[src/rtl/reg_file_mp.sv]
// reg_file_mp: multi-port register file with a primary and an extended write
// port, two combinational read ports, per-register pending (busy) flags and a
// registered copy of the last accepted primary write data.
//
// Ports
//   clk, reset             : rising-edge clock, synchronous active-high reset
//   RegWrite/wrAddr/wrData : primary write port
//   ExtWrite/wrAddrExt/wrDataExt : extended write port (upper result of
//                            multi-cycle ops); loses to primary on collision
//   rdAddrA/rdDataA, rdAddrB/rdDataB : combinational read ports
//   busySet/busyAddr       : mark a register pending
//   busyA/busyB            : pending flag of the register being read
//   rout                   : last accepted primary write data
module reg_file_mp #(
    parameter int DATA_W   = 32,
    parameter int ADDR_W   = 5,
    parameter int ZERO_REG = 1,
    parameter int BYPASS   = 1
) (
    input  logic              clk,
    input  logic              reset,
    input  logic              RegWrite,
    input  logic [ADDR_W-1:0] wrAddr,
    input  logic [DATA_W-1:0] wrData,
    input  logic              ExtWrite,
    input  logic [ADDR_W-1:0] wrAddrExt,
    input  logic [DATA_W-1:0] wrDataExt,
    input  logic [ADDR_W-1:0] rdAddrA,
    input  logic [ADDR_W-1:0] rdAddrB,
    output logic [DATA_W-1:0] rdDataA,
    output logic [DATA_W-1:0] rdDataB,
    input  logic              busySet,
    input  logic [ADDR_W-1:0] busyAddr,
    output logic              busyA,
    output logic              busyB,
    output logic [DATA_W-1:0] rout
);

    localparam int DEPTH = 2 ** ADDR_W;

    logic [DATA_W-1:0] regs_q [DEPTH];
    logic [DATA_W-1:0] regs_d [DEPTH];
    logic [DEPTH-1:0]  busy_q, busy_d;
    logic [DATA_W-1:0] rout_q, rout_d;
    logic              wr_ok, ext_ok, set_ok;

    logic [ADDR_W-1:0] rd_addr [2];
    logic [DATA_W-1:0] rd_data [2];
    logic              rd_busy [2];

    function automatic logic is_zero(input logic [ADDR_W-1:0] addr);
        return (ZERO_REG != 0) && (addr == '0);
    endfunction

    // A write is "accepted" only if it targets a writable register.
    assign wr_ok  = RegWrite && !is_zero(wrAddr);
    assign ext_ok = ExtWrite && !is_zero(wrAddrExt);
    assign set_ok = busySet && !is_zero(busyAddr);

    always_comb begin
        regs_d = regs_q;
        busy_d = busy_q;
        rout_d = rout_q;
        if (reset) begin
            for (int i = 0; i < DEPTH; i++) regs_d[i] = '0;
            busy_d = '0;
            rout_d = '0;
        end else begin
            // Extended first so the primary write overrides on the same address.
            if (ext_ok) begin
                regs_d[wrAddrExt] = wrDataExt;
                busy_d[wrAddrExt] = 1'b0;
            end
            if (wr_ok) begin
                regs_d[wrAddr] = wrData;
                busy_d[wrAddr] = 1'b0;
                rout_d         = wrData;
            end
            // Set after clear so a new pending op wins over a retiring write.
            if (set_ok) busy_d[busyAddr] = 1'b1;
        end
    end

    always_ff @(posedge clk) begin
        regs_q <= regs_d;
        busy_q <= busy_d;
        rout_q <= rout_d;
    end

    assign rd_addr[0] = rdAddrA;
    assign rd_addr[1] = rdAddrB;

    // Reads: forward in-flight write data (primary before extended) unless in
    // reset; busy flags are never forwarded, so a clear shows up next cycle.
    always_comb begin
        for (int p = 0; p < 2; p++) begin
            rd_data[p] = regs_q[rd_addr[p]];
            rd_busy[p] = busy_q[rd_addr[p]];
            if (is_zero(rd_addr[p])) begin
                rd_data[p] = '0;
                rd_busy[p] = 1'b0;
            end else if ((BYPASS != 0) && !reset) begin
                if (wr_ok && (rd_addr[p] == wrAddr))
                    rd_data[p] = wrData;
                else if (ext_ok && (rd_addr[p] == wrAddrExt))
                    rd_data[p] = wrDataExt;
            end
        end
    end

    assign rdDataA = rd_data[0];
    assign rdDataB = rd_data[1];
    assign busyA   = rd_busy[0];
    assign busyB   = rd_busy[1];
    assign rout    = rout_q;

endmodule

[config.mk]
export PLATFORM = sky130hd
export DESIGN_NAME = reg_file_mp
export DESIGN_NICKNAME = d
export VERILOG_FILES = /design/src/rtl/reg_file_mp.sv
export SDC_FILE = /design/constraint.sdc
export NUM_CORES = 2
export LEC_CHECK = 0
export BUFFER_PORTS_ARGS = -buffer_cell sky130_fd_sc_hd__buf_2
export CORE_MARGIN = 2
export CORE_UTILIZATION = 37
export DETAILED_ROUTE_END_ITERATION = 16
export PLACE_DENSITY = 0.64
export SYNTH_ARGS = -nofsm -noshare
export SYNTH_HDL_FRONTEND = slang
export SYNTH_SLANG_ARGS = --single-unit
[constraint.sdc]
create_clock -name clk -period 2.79 [get_ports clk]
set_input_delay 0.558 -clock clk [delete_from_list [all_inputs] [get_ports clk]]
set_output_delay 0.558 -clock clk [all_outputs]
set_load 0.01 [all_outputs]
# [Yosys cells after proc, flatten, opt, wreduce, memory -nomap -nowiden]
# Index checks and enable logic that the tools add are counted.
[totals] ramBits=0 out_inout_bits=98 reg_bits=1088 latchBits=0 word_cells=121 input_bits=94 memories=0 mem_bits_ro=0
[op_classes] eq_ne=4 n_shift=0 n_div=0 n_mux=40 n_lt_le_gt_ge=14 reduce_logical=20 n_bitwise=9 addsub=0 mul=0
[ops] op="two-way mux 1024 bit" count=3
[ops] op="bitwise mux 1024 bit" count=2
[ops] op="two-way mux 32 bit" count=19
[ops] op="binary-select mux 32 bit (select 5 bit)" count=2
[ops] op="demux 32 bit (select 5 bit)" count=2
[ops] op="bitwise AND 32 bit" count=2
[ops] op="NOT 32 bit" count=2
[ops] op="OR 32 bit" count=1
[ops] op="less-than comparator 5 x 6 -> 1 bit (second input constant)" count=5
[ops] op="zero test 5 bit" count=5
[ops] op="greater-or-equal comparator 6 bit (second input constant)" count=4
[ops] op="NOT 5 -> 6 bit" count=4
[ops] op="equality test 5 bit" count=4
[ops] op="demux 1 bit (select 5 bit)" count=3
[ops] op="greater-or-equal comparator 5 x 1 -> 1 bit (second input constant)" count=3
[ops] op="logical AND 1 bit" count=12
[ops] op="less-than comparator 6 x 1 -> 1 bit (second input constant)" count=2
[ops] op="binary-select mux 1 bit (select 5 bit)" count=2
[ops] op="two-way mux 1 bit" count=7
[ops] op="zero test 1 bit" count=3

# [Logic depth before layout (Yosys ltp)]
[depth] word_depth=13 depth_mapped=9

# [Worst setup path before layout]
# Ideal clock, no wire load.
[synth_path] kind="input to output" startpoint="input rdAddrA[0]" endpoint="output busyA" arrival_ps=2270 n_path_buf=2 slack_ps=-38 path_stages=5 path_cell_list="buf_2 -> buf_2 -> mux4_2 -> mux4_2 -> mux2_2"
[synth_via] elab_chain_len=3
[synth_rtl] element="from (decl)" line="28" text="input logic [ADDR_W-1:0] rdAddrA,"
[synth_rtl] element="binary-select mux 1 bit (select 5 bit)" line="98" text="rd_busy[p] = busy_q[rd_addr[p]];"
[synth_rtl] element="two-way mux 1 bit (implied by the code)" line="98"
[synth_rtl] element="two-way mux 1 bit *" line="99" text="if (is_zero(rd_addr[p])) begin"
[synth_rtl] element="to (decl)" line="34" text="output logic busyA,"
# Every way passes the cells marked *; elsewhere a longest branch is shown, timed or not. The select of a mux whose other input is x is not followed.

# [Worst setup path in the final report]
[layout_path] startpoint="register regs_q[527] in the netlist's numbering" endpoint="output rdDataB[15]"
[layout_via] elab_chain_len=7
[layout_rtl] element="from (decl)" line="41" text="logic [DATA_W-1:0] regs_q [DEPTH];"
[layout_rtl] element="from (signal assigned)" line="85" text="regs_q <= regs_d;"
[layout_rtl] element="binary-select mux 32 bit (select 5 bit) *" line="97" text="rd_data[p] = regs_q[rd_addr[p]];"
[layout_rtl] element="two-way mux 32 bit (implied by the code) * (2 in series)" line="97"
[layout_rtl] element="two-way mux 32 bit" line="105" text="else if (ext_ok && (rd_addr[p] == wrAddrExt))"
[layout_rtl] element="two-way mux 32 bit" line="103" text="if (wr_ok && (rd_addr[p] == wrAddr))"
[layout_rtl] element="two-way mux 32 bit *" line="102" text="end else if ((BYPASS != 0) && !reset) begin"
[layout_rtl] element="two-way mux 32 bit *" line="99"
[layout_rtl] element="to (decl)" line="31" text="output logic [DATA_W-1:0] rdDataB,"
# Marked as above.

==> impl_results.md <==
* Status: finished, violations left
* Failing checks: setup timing
* Antenna-violating nets left at 0
* CP Cell Sequence: mux4_2, a22oi_2, nand2_2, nor3_4, o32ai_2, buf_2
* Clock-pin slew on the worst setup and hold paths at around 0.060 ns
* Drt initial violations at 10142
* Yosys warnings at 0
* Seq/Total Area, Yosys at 0.324
* Port Buffers at about 190
* Fin nets at between 7000 and 8000
* Reg2reg path depth at 2
* Endpoints failing setup at 66
* Met1 usage at 0.393
* DP HPWL at around 190 mm
* Die height at 430 um
* Remaining global-route overflow at 0
* Largest net degree at the start of global routing at about 180
* Startpoint Class: flop
* Crit path DAT at around 2.9 ns
* HP Class: input port to flop
* Unique masters post-synth at 59
* Clock skew at 0 ns
* Row Count at approximately 160
* Clk root buf: clkbuf_16
* Min-delay src: reset
* Clock latency at the later pin of the worst-skew pair at 0.77 ns
* R2R Path End: regs_q[978]$_SDFF_PP0_
* Post-Route Utilization at 0.476
* Post-synth EDFFs at 0
* CTS Buf Count at about 120
* Slew of the pin with the lowest slew margin at about 1.2 ns
* Ys async rst share at 0
* GPL Wtd Cong at 0.995
* Most frequently used flop master after synthesis: dfxtp_1
* Most common cell after layout, fill and taps aside: dfxtp_1
* Grt met2 use at 0.481
* Synthesis-stage register bit count at between 1000 and 1500
* Slew headroom at 0.189
* Pre-antenna DRT Iters at 6
* Post-Route WL at 318 mm
* CP required at about 2.2 ns
* Max Cap Viol at 0
* Max frequency at 293 MHz
* I/O pin total at between 150 and 200
* H-tree depth at 3
* Syn nets at between 7000 and 8000
* VDD IR-drop max at 0.490 mV
* Worst hold path depth at 2
* Leak at ~32 nW
* Final worst path period share at 1.22
* Combinational power share at 0.172
* Clock tree sinks at ~1100
* Mapped cell area at ~67000 sq um
* Clock power share at 0.417
* Sw Pwr at ~11 mW
* Worst setup path class: flop to primary output
* Reg-to-reg setup timing slack at approximately 1.9 ns
* DR vias/cell at 6.70
* R2r startpoint: regs_q[978]$_SDFF_PP0_
* Vias in the first global route at 64592
* Most frequent cells in the layout: 1053 x dfxtp_1, 1016 x nor2_1, 923 x mux2i_1
* Final min period at between 3 and 4 ns
* Mapped Cells at 7394
* RSZ-0062 raised after global routing: true
* Power Internal at about 28 mW
* # DRC at 0
* CTS tree: yes
* Wire per inst at between 30 and 40 um
* Mapped Avg Cell Area at a little over 9 sq um
* Bufs and invs on worst path at 1
* Max stage delay on crit path at 0.52 ns
* Initial antenna violation count at 4
* DR vias at between 60000 and 70000
* GRT Total Usage at 0.323
* Crit-path leading delay family: simple AND/OR/NAND/NOR gates
* CP endpoint kind: primary output
* PD cells at about 460 nW/um^2
* Final hold slack at 0.148 ns
* Worst-path fanout max at 3
* Hold path endpoint: regs_q[977]$_SDFF_PP0_
* Synth-to-Final Area Change at 28.2%
* Final WS setup at -0.628 ns
* Filler cells at between 15000 and 20000
* Fin. Hold Viols at 0
* Sw Share at 0.290
* Starting Density at 0.372
* GRT busiest layer: met2
* First-pass GRT wire length at ~450 mm
* Seq pwr share at 0.410
* Core box area at 181000 sq um
* Deepest clock path buffer count at 3
* Max Transition Viols Final at 0
* Die W at approximately 430 um
* Layout cells sized above 1 at 0.330
* Slowest CP cell: nor3_4
* Met3 Use GR at 0.0911
* Die area at approximately 180000 sq um
## cell families after synthesis
| family | count (synthesis) | share of synthesized area |
|---|---|---|
| AND/OR/NAND/NOR | 2060 | 0.131 |
| AO/OA/AOI/OAI | 1643 | 0.191 |
| multiplexers | 1524 | 0.285 |
| flip-flops | 1087 | 0.324 |
| buffers and inverters | 1060 | 0.0670 |
| XOR/XNOR | 20 | 0.00261 |
## area by class of cell
class                   instances  area (sq um)  area share
clock inverters                42           554     0.00644
inverters                      33           124     0.00144
well taps                    2370          2970      0.0345
flip-flops and latches       1087         21800       0.253
repair buffers               1126         12600       0.147
diodes                          1          2.50   0.0000291
multi-input cells            5247         44600       0.519
clock buffers                 163          3320      0.0386
## what timing repair did
item	4_1_cts	5_1_grt
cloned	20	22
resized for setup	581	310
setup endpoints to repair	66	66
buffers inserted	89	86
pin swaps	159	186
hold buffers	0	0
## cells in the mapped netlist, drive strengths merged, types with 7 or more instances
| master | instances | area, sq um |
|---|---|---|
| nand4 | 7 | 50.1 |
| mux2i | 926 | 9270 |
| nor2b | 44 | 275 |
| a311oi | 256 | 2240 |
| o32ai | 64 | 1010 |
| xnor2 | 16 | 140 |
| o21ai | 67 | 335 |
| buf | 339 | 1760 |
| dfxtp | 1087 | 21800 |
| nand3b | 11 | 82.6 |
| mux4 | 274 | 6170 |
| nand3 | 225 | 1140 |
| a211oi | 800 | 6010 |
| a22o | 64 | 561 |
| nor3b | 13 | 113 |
| a22oi | 129 | 968 |
| a31oi | 64 | 400 |
| o22ai | 128 | 801 |
| nor2 | 1032 | 3920 |
| inv | 33 | 124 |
| nand2 | 487 | 1830 |
| nand2b | 9 | 56.3 |
| a32oi | 16 | 140 |
| nor3 | 202 | 1060 |
| a21oi | 49 | 268 |
| clkbuf | 688 | 2610 |
| mux2 | 324 | 3650 |
## through the flow
stage	setup TNS (ns)	total power, mW	cell area, sq um	instances	setup slack (ns)
6_report	-28.27	39.2	86000	10069	-0.628
5_1_grt	-28.23	39.9	86000	10069	-0.635
4_1_cts	-23.23	38.5	83500	9986	-0.458
3_5_place_dp	-43.02	21.9	75600	9687	-1.13
3_3_place_gp	-42.75	21.9	75600	9687	-1.12
2_1_floorplan	-0.179	19.3	67100	7394	-0.00313
## sequential cells by signal, indices dropped and copies added, names as in the netlist
name	flops
busy_q	31
rout	32
regs_q	1024
## power by group through the flow
| stage | Clock (mW) | Combinational, mW | Sequential, mW |
|---|---|---|---|
| after global routing | 16.9 | 6.87 | 16.1 |
| after CTS | 16.4 | 6.13 | 16.1 |
| after detailed placement | 0 | 5.53 | 16.4 |
| after floorplan | 0 | 2.98 | 16.3 |
| final | 16.4 | 6.75 | 16.1 |
| after global placement | 0 | 5.48 | 16.4 |
## layer usage
metal	routed length [um]	vias up	part of all wire
met5	23	-	0.000072
met4	29600	2	0.093
met3	40100	1389	0.13
met2	135000	5047	0.42
met1	113000	32998	0.36
li1	-	28026	-
## how the worst max path moves through the flow
stage | startpoint | end | slack (ns) | cells past startpoint
floorplan | rdAddrB[1] | rdDataB[10] | -0.003 | 8
global placement | rdAddrB[1] | rdDataB[18] | -1.12 | 12
detailed placement | rdAddrB[1] | rdDataB[18] | -1.13 | 10
CTS | regs_q[562]$_SDFF_PP0_ | rdDataB[18] | -0.46 | 6
global route | regs_q[559]$_SDFF_PP0_ | rdDataB[15] | -0.63 | 6
finish | regs_q[527]$_SDFF_PP0_ | rdDataB[15] | -0.63 | 6
## worst reg2reg max path, cell delays in order (launching register included)
cell	delay (ns)
dfxtp_1	0.37
mux2i_1	0.10
a211oi_1	0.35
Note: power is estimated with default switching activity, not from simulation.
